### src/rtl/pe_systolic.sv
// Registered systolic-array PE: stationary weight, streamed activation,
// weight-stationary pass-through sum or output-stationary local accumulation.
module pe_systolic #(
    parameter int WIDTH    = 8,
    parameter int FRAC_BIT = 0,
    parameter bit SAT_EN   = 1'b1
) (
    input  logic             clk,
    input  logic             rst,
    input  logic             mode,
    input  logic             b_load,
    input  logic [WIDTH-1:0] b_in,
    output logic [WIDTH-1:0] b_out,
    input  logic             a_valid_in,
    input  logic [WIDTH-1:0] a_in,
    output logic             a_valid_out,
    output logic [WIDTH-1:0] a_out,
    input  logic [WIDTH-1:0] y_in,
    input  logic             drain,
    output logic [WIDTH-1:0] y_out,
    output logic             ovf
);

    localparam int WW = 2 * WIDTH + 1;

    localparam logic signed [WW-1:0] MAX_W =
        {{(WW - WIDTH + 1){1'b0}}, {(WIDTH - 1){1'b1}}};
    localparam logic signed [WW-1:0] MIN_W =
        {{(WW - WIDTH + 1){1'b1}}, {(WIDTH - 1){1'b0}}};
    localparam logic [WIDTH-1:0] MAX_N = {1'b0, {(WIDTH - 1){1'b1}}};
    localparam logic [WIDTH-1:0] MIN_N = {1'b1, {(WIDTH - 1){1'b0}}};

    logic [WIDTH-1:0] w_q, w_d;
    logic [WIDTH-1:0] acc_q, acc_d;
    logic [WIDTH-1:0] a_q, a_d;
    logic             av_q, av_d;
    logic [WIDTH-1:0] y_q, y_d;
    logic             ovf_q, ovf_d;

    logic signed [2*WIDTH-1:0] prod;
    logic signed [2*WIDTH-1:0] shifted;
    logic        [WIDTH-1:0]   base;
    logic signed [WW-1:0]      sum;
    logic                      oor;
    logic        [WIDTH-1:0]   red;

    // Product uses the weight held before this edge, even while reloading.
    assign prod    = $signed(a_in) * $signed(w_q);
    assign shifted = prod >>> FRAC_BIT;
    assign base    = mode ? acc_q : y_in;
    assign sum     = $signed({{(WW - WIDTH){base[WIDTH-1]}}, base})
                   + $signed({shifted[2*WIDTH-1], shifted});
    assign oor     = (sum > MAX_W) || (sum < MIN_W);

    always_comb begin
        red = sum[WIDTH-1:0];
        if (SAT_EN && oor) begin
            red = sum[WW-1] ? MIN_N : MAX_N;
        end
    end

    always_comb begin
        w_d   = w_q;
        acc_d = acc_q;
        a_d   = a_q;
        av_d  = a_valid_in;
        y_d   = y_q;
        ovf_d = ovf_q;
        if (b_load) begin
            w_d = b_in;
        end
        if (a_valid_in) begin
            a_d = a_in;
        end
        if (!mode) begin
            if (a_valid_in) begin
                y_d   = red;
                ovf_d = ovf_q | oor;
            end
        end else if (drain) begin
            y_d   = acc_q;
            acc_d = y_in;
        end else if (a_valid_in) begin
            acc_d = red;
            ovf_d = ovf_q | oor;
        end
    end

    always_ff @(posedge clk) begin
        if (rst) begin
            w_q   <= '0;
            acc_q <= '0;
            a_q   <= '0;
            av_q  <= 1'b0;
            y_q   <= '0;
            ovf_q <= 1'b0;
        end else begin
            w_q   <= w_d;
            acc_q <= acc_d;
            a_q   <= a_d;
            av_q  <= av_d;
            y_q   <= y_d;
            ovf_q <= ovf_d;
        end
    end

    assign b_out       = w_q;
    assign a_out       = a_q;
    assign a_valid_out = av_q;
    assign y_out       = y_q;
    assign ovf         = ovf_q;

endmodule
### config.mk
export PLATFORM = sky130hd
export DESIGN_NAME = pe_systolic
export DESIGN_NICKNAME = d
export VERILOG_FILES = /design/src/rtl/pe_systolic.sv
export SDC_FILE = /design/constraint.sdc
export NUM_CORES = 1
export LEC_CHECK = 0
export ABC_AREA = 1
export CAP_MARGIN = 25
export CORE_UTILIZATION = 63
export CTS_CLUSTER_SIZE = 20
export DETAILED_ROUTE_END_ITERATION = 6
export HOLD_SLACK_MARGIN = 0.06
export PLACE_DENSITY_LB_ADDON = 0.3
export SKIP_CTS_REPAIR_TIMING = 1
export SLEW_MARGIN = 25
export SYNTH_ARGS = -nofsm -noshare
export SYNTH_HDL_FRONTEND = slang
export SYNTH_SLANG_ARGS = --single-unit
### constraint.sdc
create_clock -name clk -period 15.35 [get_ports clk]
set_clock_uncertainty 0.05 [all_clocks]
set_input_delay 4.605 -clock clk [delete_from_list [all_inputs] [get_ports clk]]
set_output_delay 4.605 -clock clk [all_outputs]
set_load 0.05 [all_outputs]
==> impl_summary.log <==
[metrics] final setup violation count: 0
[metrics] Warnings, synthesis: 0
[metrics] number of instances in the synthesized netlist: 664
[metrics] Detail Route Antenna Nets: 0
[metrics] number of pins exceeding their max-slew limit in the final report: 0
[metrics] clock share of power: between 8 and 9%
[metrics] power density over the cells: 159 nW/µm²
[metrics] combinational power share: 79.3%
[metrics] Final Hold Violating Endpoints: 0
[metrics] part of the total power dissipated in sequential elements: between 10% and 20%
[metrics] largest stage delay on the critical path: 1050 ps
[metrics] worst-case setup slack after placement: 4300 ps
[metrics] number of port buffers: 55
[metrics] number of distinct library cell variants in the gate-level netlist after synthesis: 30
[metrics] sequential cell area fraction in the yosys report: between 10 and 15%
[metrics] data required time of the worst path: 15450 ps
[metrics] unrepaired setup endpoints after global routing: false
[metrics] Leak: around 3.0 nW
[metrics] post-route setup TNS: 0 ps
[metrics] overall die width: 90.1 µm
[metrics] Final nets: about 840
[metrics] register bit count reported by yosys: 34
[metrics] share of post-route cells with drive strength above 1: 8.81%
[metrics] Period minus WS final: 10780 ps
[metrics] Top FF cell, synth: sky130_fd_sc_hd__dfxtp_1
[metrics] Layout Area Growth over Synthesis: 13.8%
[metrics] Period Utilization, post-route: 70.2%
[metrics] drt initial violations: between 200 and 300
[metrics] startpoint class of the critical path: primary input
[metrics] insertion delay of the later-clocked pin in the worst-skew pair: ~300 ps
[metrics] maximum count of clock buffers along a single path: 2
[metrics] status: complete, no violations
[metrics] GRT Util Overall: 31.5%
[metrics] Worst Path Max Fanout: 20
[metrics] global-route wire length before repair: 20600 µm
[metrics] R2R Path End: acc_q[2]$_SDFFE_PP0P_
[metrics] Max stage delay cell, worst path: sky130_fd_sc_hd__clkdlybuf4s50_1
[metrics] die outline height: 90.1 µm
[metrics] slack of the worst reg-to-reg path: about 9300 ps
[metrics] slew at the pin closest to its max-slew limit: 891 ps
[metrics] initial standard-cell utilization of the core: 66.3%
[metrics] n_diodes: 0
[metrics] Max IR drop VDD: 0.0000652 V
[metrics] cell chain of the critical path: clkdlybuf4s50_1 > mux2i_1 > fa_1 > fa_1 > inv_1 > fa_1 > inv_1 > fa_1 > inv_1 > ha_1 > ha_1 > inv_1 > o21bai_1 > nor2_1 > nand3_2 > nand3_1 > nand2_1 > nor2_2 > nand3_2 > nand3_4 > nand3_1 > nand2_1 > a21oi_2
[metrics] core area: 7370 µm²
[metrics] Internal Pwr Total: 0.390 mW
[metrics] total iterations of the first detailed-routing run: 5
[metrics] Total Routed Length: 12300 µm
[metrics] placed wire-length estimate after detailed placement: 9860 µm
[metrics] reg-to-reg critical path startpoint: b_out[7]$_SDFFE_PP0P_
[metrics] Worst Setup End Kind: register
[metrics] TritonCTS clock tree: yes
[metrics] total number of H-tree levels: 2
[metrics] number of nets in the synthesized netlist: 798
[metrics] weighted congestion reported at the end of routability-driven placement: 0.927
[metrics] Critical Path Start: mode
[metrics] number of synthesized flops with an enable pin: 0
[metrics] crit path setup slack, layout: 4570 ps
[metrics] Switching Share: 55.8%
[metrics] mean number of vias per cell: 5.44
[metrics] number of CTS-inserted buffers: 5
[metrics] post-layout utilization of the core: 75.5%
[metrics] Worst Setup EP: acc_q[2]$_SDFFE_PP0P_
[metrics] Crit path arrival time: 10880 ps
[metrics] number of global-route vias before repair: 4438
[metrics] mean post-synth cell area: between 7 and 8 µm²
[metrics] average wire per standard cell: 15.3 µm
[metrics] highest clock rate: 92.8 MHz
[metrics] switching component of the power: 0.492 mW
[metrics] class of the most critical setup path: in2reg
[metrics] Worst Reg2Reg Path Length in Cells: 27
[metrics] die area: 8110 µm²
[metrics] total number of placement rows: 31
[metrics] worst min path class: reg2reg
[metrics] count of max-cap constraint violations: 0
[metrics] cell at the root of the clock tree: sky130_fd_sc_hd__clkbuf_8
[metrics] I/O pin count: 56
[metrics] residual overflow from global routing: 0
[metrics] Clock Sinks: 34
[metrics] total number of vias: 4367
[metrics] antenna violations before repair: 0
[metrics] Async SR Flop Fraction: 0%
[metrics] Netlist Area Pre-Place: a little under 5000 µm²
[metrics] Worst-path clk slew: 60 ps
[metrics] number of DRC violations after detailed routing: 0
[metrics] maximum number of pins on one net before global-route repair: 25
[metrics] Max-slew headroom: 40.4%
cells in the mapped netlist, types with 7 or more instances:
cell	instances	share of area, %
sky130_fd_sc_hd__nand2_1	157	12
sky130_fd_sc_hd__inv_1	145	11
sky130_fd_sc_hd__fa_1	66	27
sky130_fd_sc_hd__nor2_1	50	3.8
sky130_fd_sc_hd__ha_1	38	9.7
sky130_fd_sc_hd__dfxtp_1	34	14
sky130_fd_sc_hd__o21ai_0	33	3.4
sky130_fd_sc_hd__clkbuf_1	20	1.5
sky130_fd_sc_hd__nand3_1	19	1.9
sky130_fd_sc_hd__nand2_2	17	2.2
sky130_fd_sc_hd__a21oi_1	16	1.6
sky130_fd_sc_hd__a21oi_2	15	2.7
sky130_fd_sc_hd__mux2i_1	7	1.4
routing by layer:
layer / GRT usage, % / wire [µm] / up-vias
met3: 4.23 / 796 / 53
met1: 41.1 / 5210 / 2060
met5: 0 / 0 / -
met2: 53.4 / 5890 / 197
met4: 11.6 / 404 / 0
li1: - / - / 2057
cells by family (layout without fill, tap and decap cells):
group                    after synthesis  after routing  synth area share (%)
adder cells (fa/ha/maj)              104            104                  36.8
AND/OR/NAND/NOR                      264            264                  23.8
multiplexers                           7              7                  1.43
buffers and inverters                178            218                  13.9
XOR/XNOR                               8              8                  1.82
flip-flops                            34             34                  13.9
AO/OA/AOI/OAI                         69             69                  8.37
flip-flops by register name, summed over array words and instances, names as in the netlist:
signal and cells:
a_out 8, a_valid_out 1, acc_q 8, b_out 8
ovf 1, y_out 8
placed cells by master, fill, tap and decap left out:
| master | n |
|---|---|
| sky130_fd_sc_hd__a21oi_1 | 16 |
| sky130_fd_sc_hd__clkbuf_8 | 6 |
| sky130_fd_sc_hd__o21ai_0 | 33 |
| sky130_fd_sc_hd__nor2_2 | 4 |
| sky130_fd_sc_hd__or2_2 | 1 |
| sky130_fd_sc_hd__o21bai_1 | 2 |
| sky130_fd_sc_hd__inv_2 | 6 |
| sky130_fd_sc_hd__nand2_4 | 2 |
| sky130_fd_sc_hd__nand3_4 | 2 |
| sky130_fd_sc_hd__clkinvlp_4 | 1 |
| sky130_fd_sc_hd__nand3_2 | 6 |
| sky130_fd_sc_hd__nand3_1 | 19 |
| sky130_fd_sc_hd__xnor2_1 | 3 |
| sky130_fd_sc_hd__ha_1 | 38 |
| sky130_fd_sc_hd__clkdlybuf4s50_1 | 55 |
| sky130_fd_sc_hd__nor2_1 | 50 |
| sky130_fd_sc_hd__o21ai_1 | 2 |
| sky130_fd_sc_hd__o211ai_1 | 1 |
| sky130_fd_sc_hd__nand2_2 | 17 |
| sky130_fd_sc_hd__clkinv_1 | 4 |
| sky130_fd_sc_hd__xor2_4 | 1 |
| sky130_fd_sc_hd__fa_1 | 66 |
| sky130_fd_sc_hd__xor2_1 | 4 |
| sky130_fd_sc_hd__clkinv_2 | 1 |
| sky130_fd_sc_hd__a21oi_2 | 15 |
| sky130_fd_sc_hd__nand2_1 | 157 |
| sky130_fd_sc_hd__inv_1 | 145 |
| sky130_fd_sc_hd__mux2i_1 | 7 |
| sky130_fd_sc_hd__dfxtp_1 | 34 |
| sky130_fd_sc_hd__nand4_1 | 6 |
worst min-delay path by stage:
stage | start | end | depth (start not counted)
after global placement | ovf$_SDFFE_PP0P_ | ovf$_SDFFE_PP0P_ | 2
final | acc_q[2]$_SDFFE_PP0P_ | acc_q[2]$_SDFFE_PP0P_ | 2
after global routing | acc_q[2]$_SDFFE_PP0P_ | acc_q[2]$_SDFFE_PP0P_ | 2
after CTS | ovf$_SDFFE_PP0P_ | ovf$_SDFFE_PP0P_ | 2
after floorplan | acc_q[7]$_SDFFE_PP0P_ | acc_q[7]$_SDFFE_PP0P_ | 2
after detailed placement | ovf$_SDFFE_PP0P_ | ovf$_SDFFE_PP0P_ | 2
stage by stage:
stage	instance area (µm²)	total power, mW	instances	hold WS, ps
floorplan	4890	0.663	664	408
global placement	5470	0.778	795	393
detailed placement	5470	0.804	795	406
CTS	5560	0.879	803	451
global route	5560	0.973	803	465
finish	5560	0.883	803	455
worst max-delay path, delay by kind of cell:
family / cells / cell delay [ps]
AO/OA/AOI/OAI: 2 / 150
buffers and inverters: 5 / 1450
adder cells (fa/ha/maj): 6 / 3060
AND/OR/NAND/NOR: 9 / 1170
multiplexers: 1 / 440
power by group through the flow:
stage	clock (mW)	sequential, mW	combinational [mW]
finish	0.0714	0.111	0.700
global route	0.0754	0.113	0.785
CTS	0.0718	0.111	0.697
detailed placement	0	0.112	0.691
global placement	0	0.112	0.666
floorplan	0	0.133	0.530
final cells by class:
type / count / area, µm²
clock buffer: 6 / 82.6
clock inverter: 2 / 12.5
sequential: 34 / 681
multi-input combinational: 452 / 3530
fill: 535 / 1810
timing repair buffer: 55 / 551
tap: 99 / 124
inverter: 155 / 582
Power figures use the tool's default switching activity.
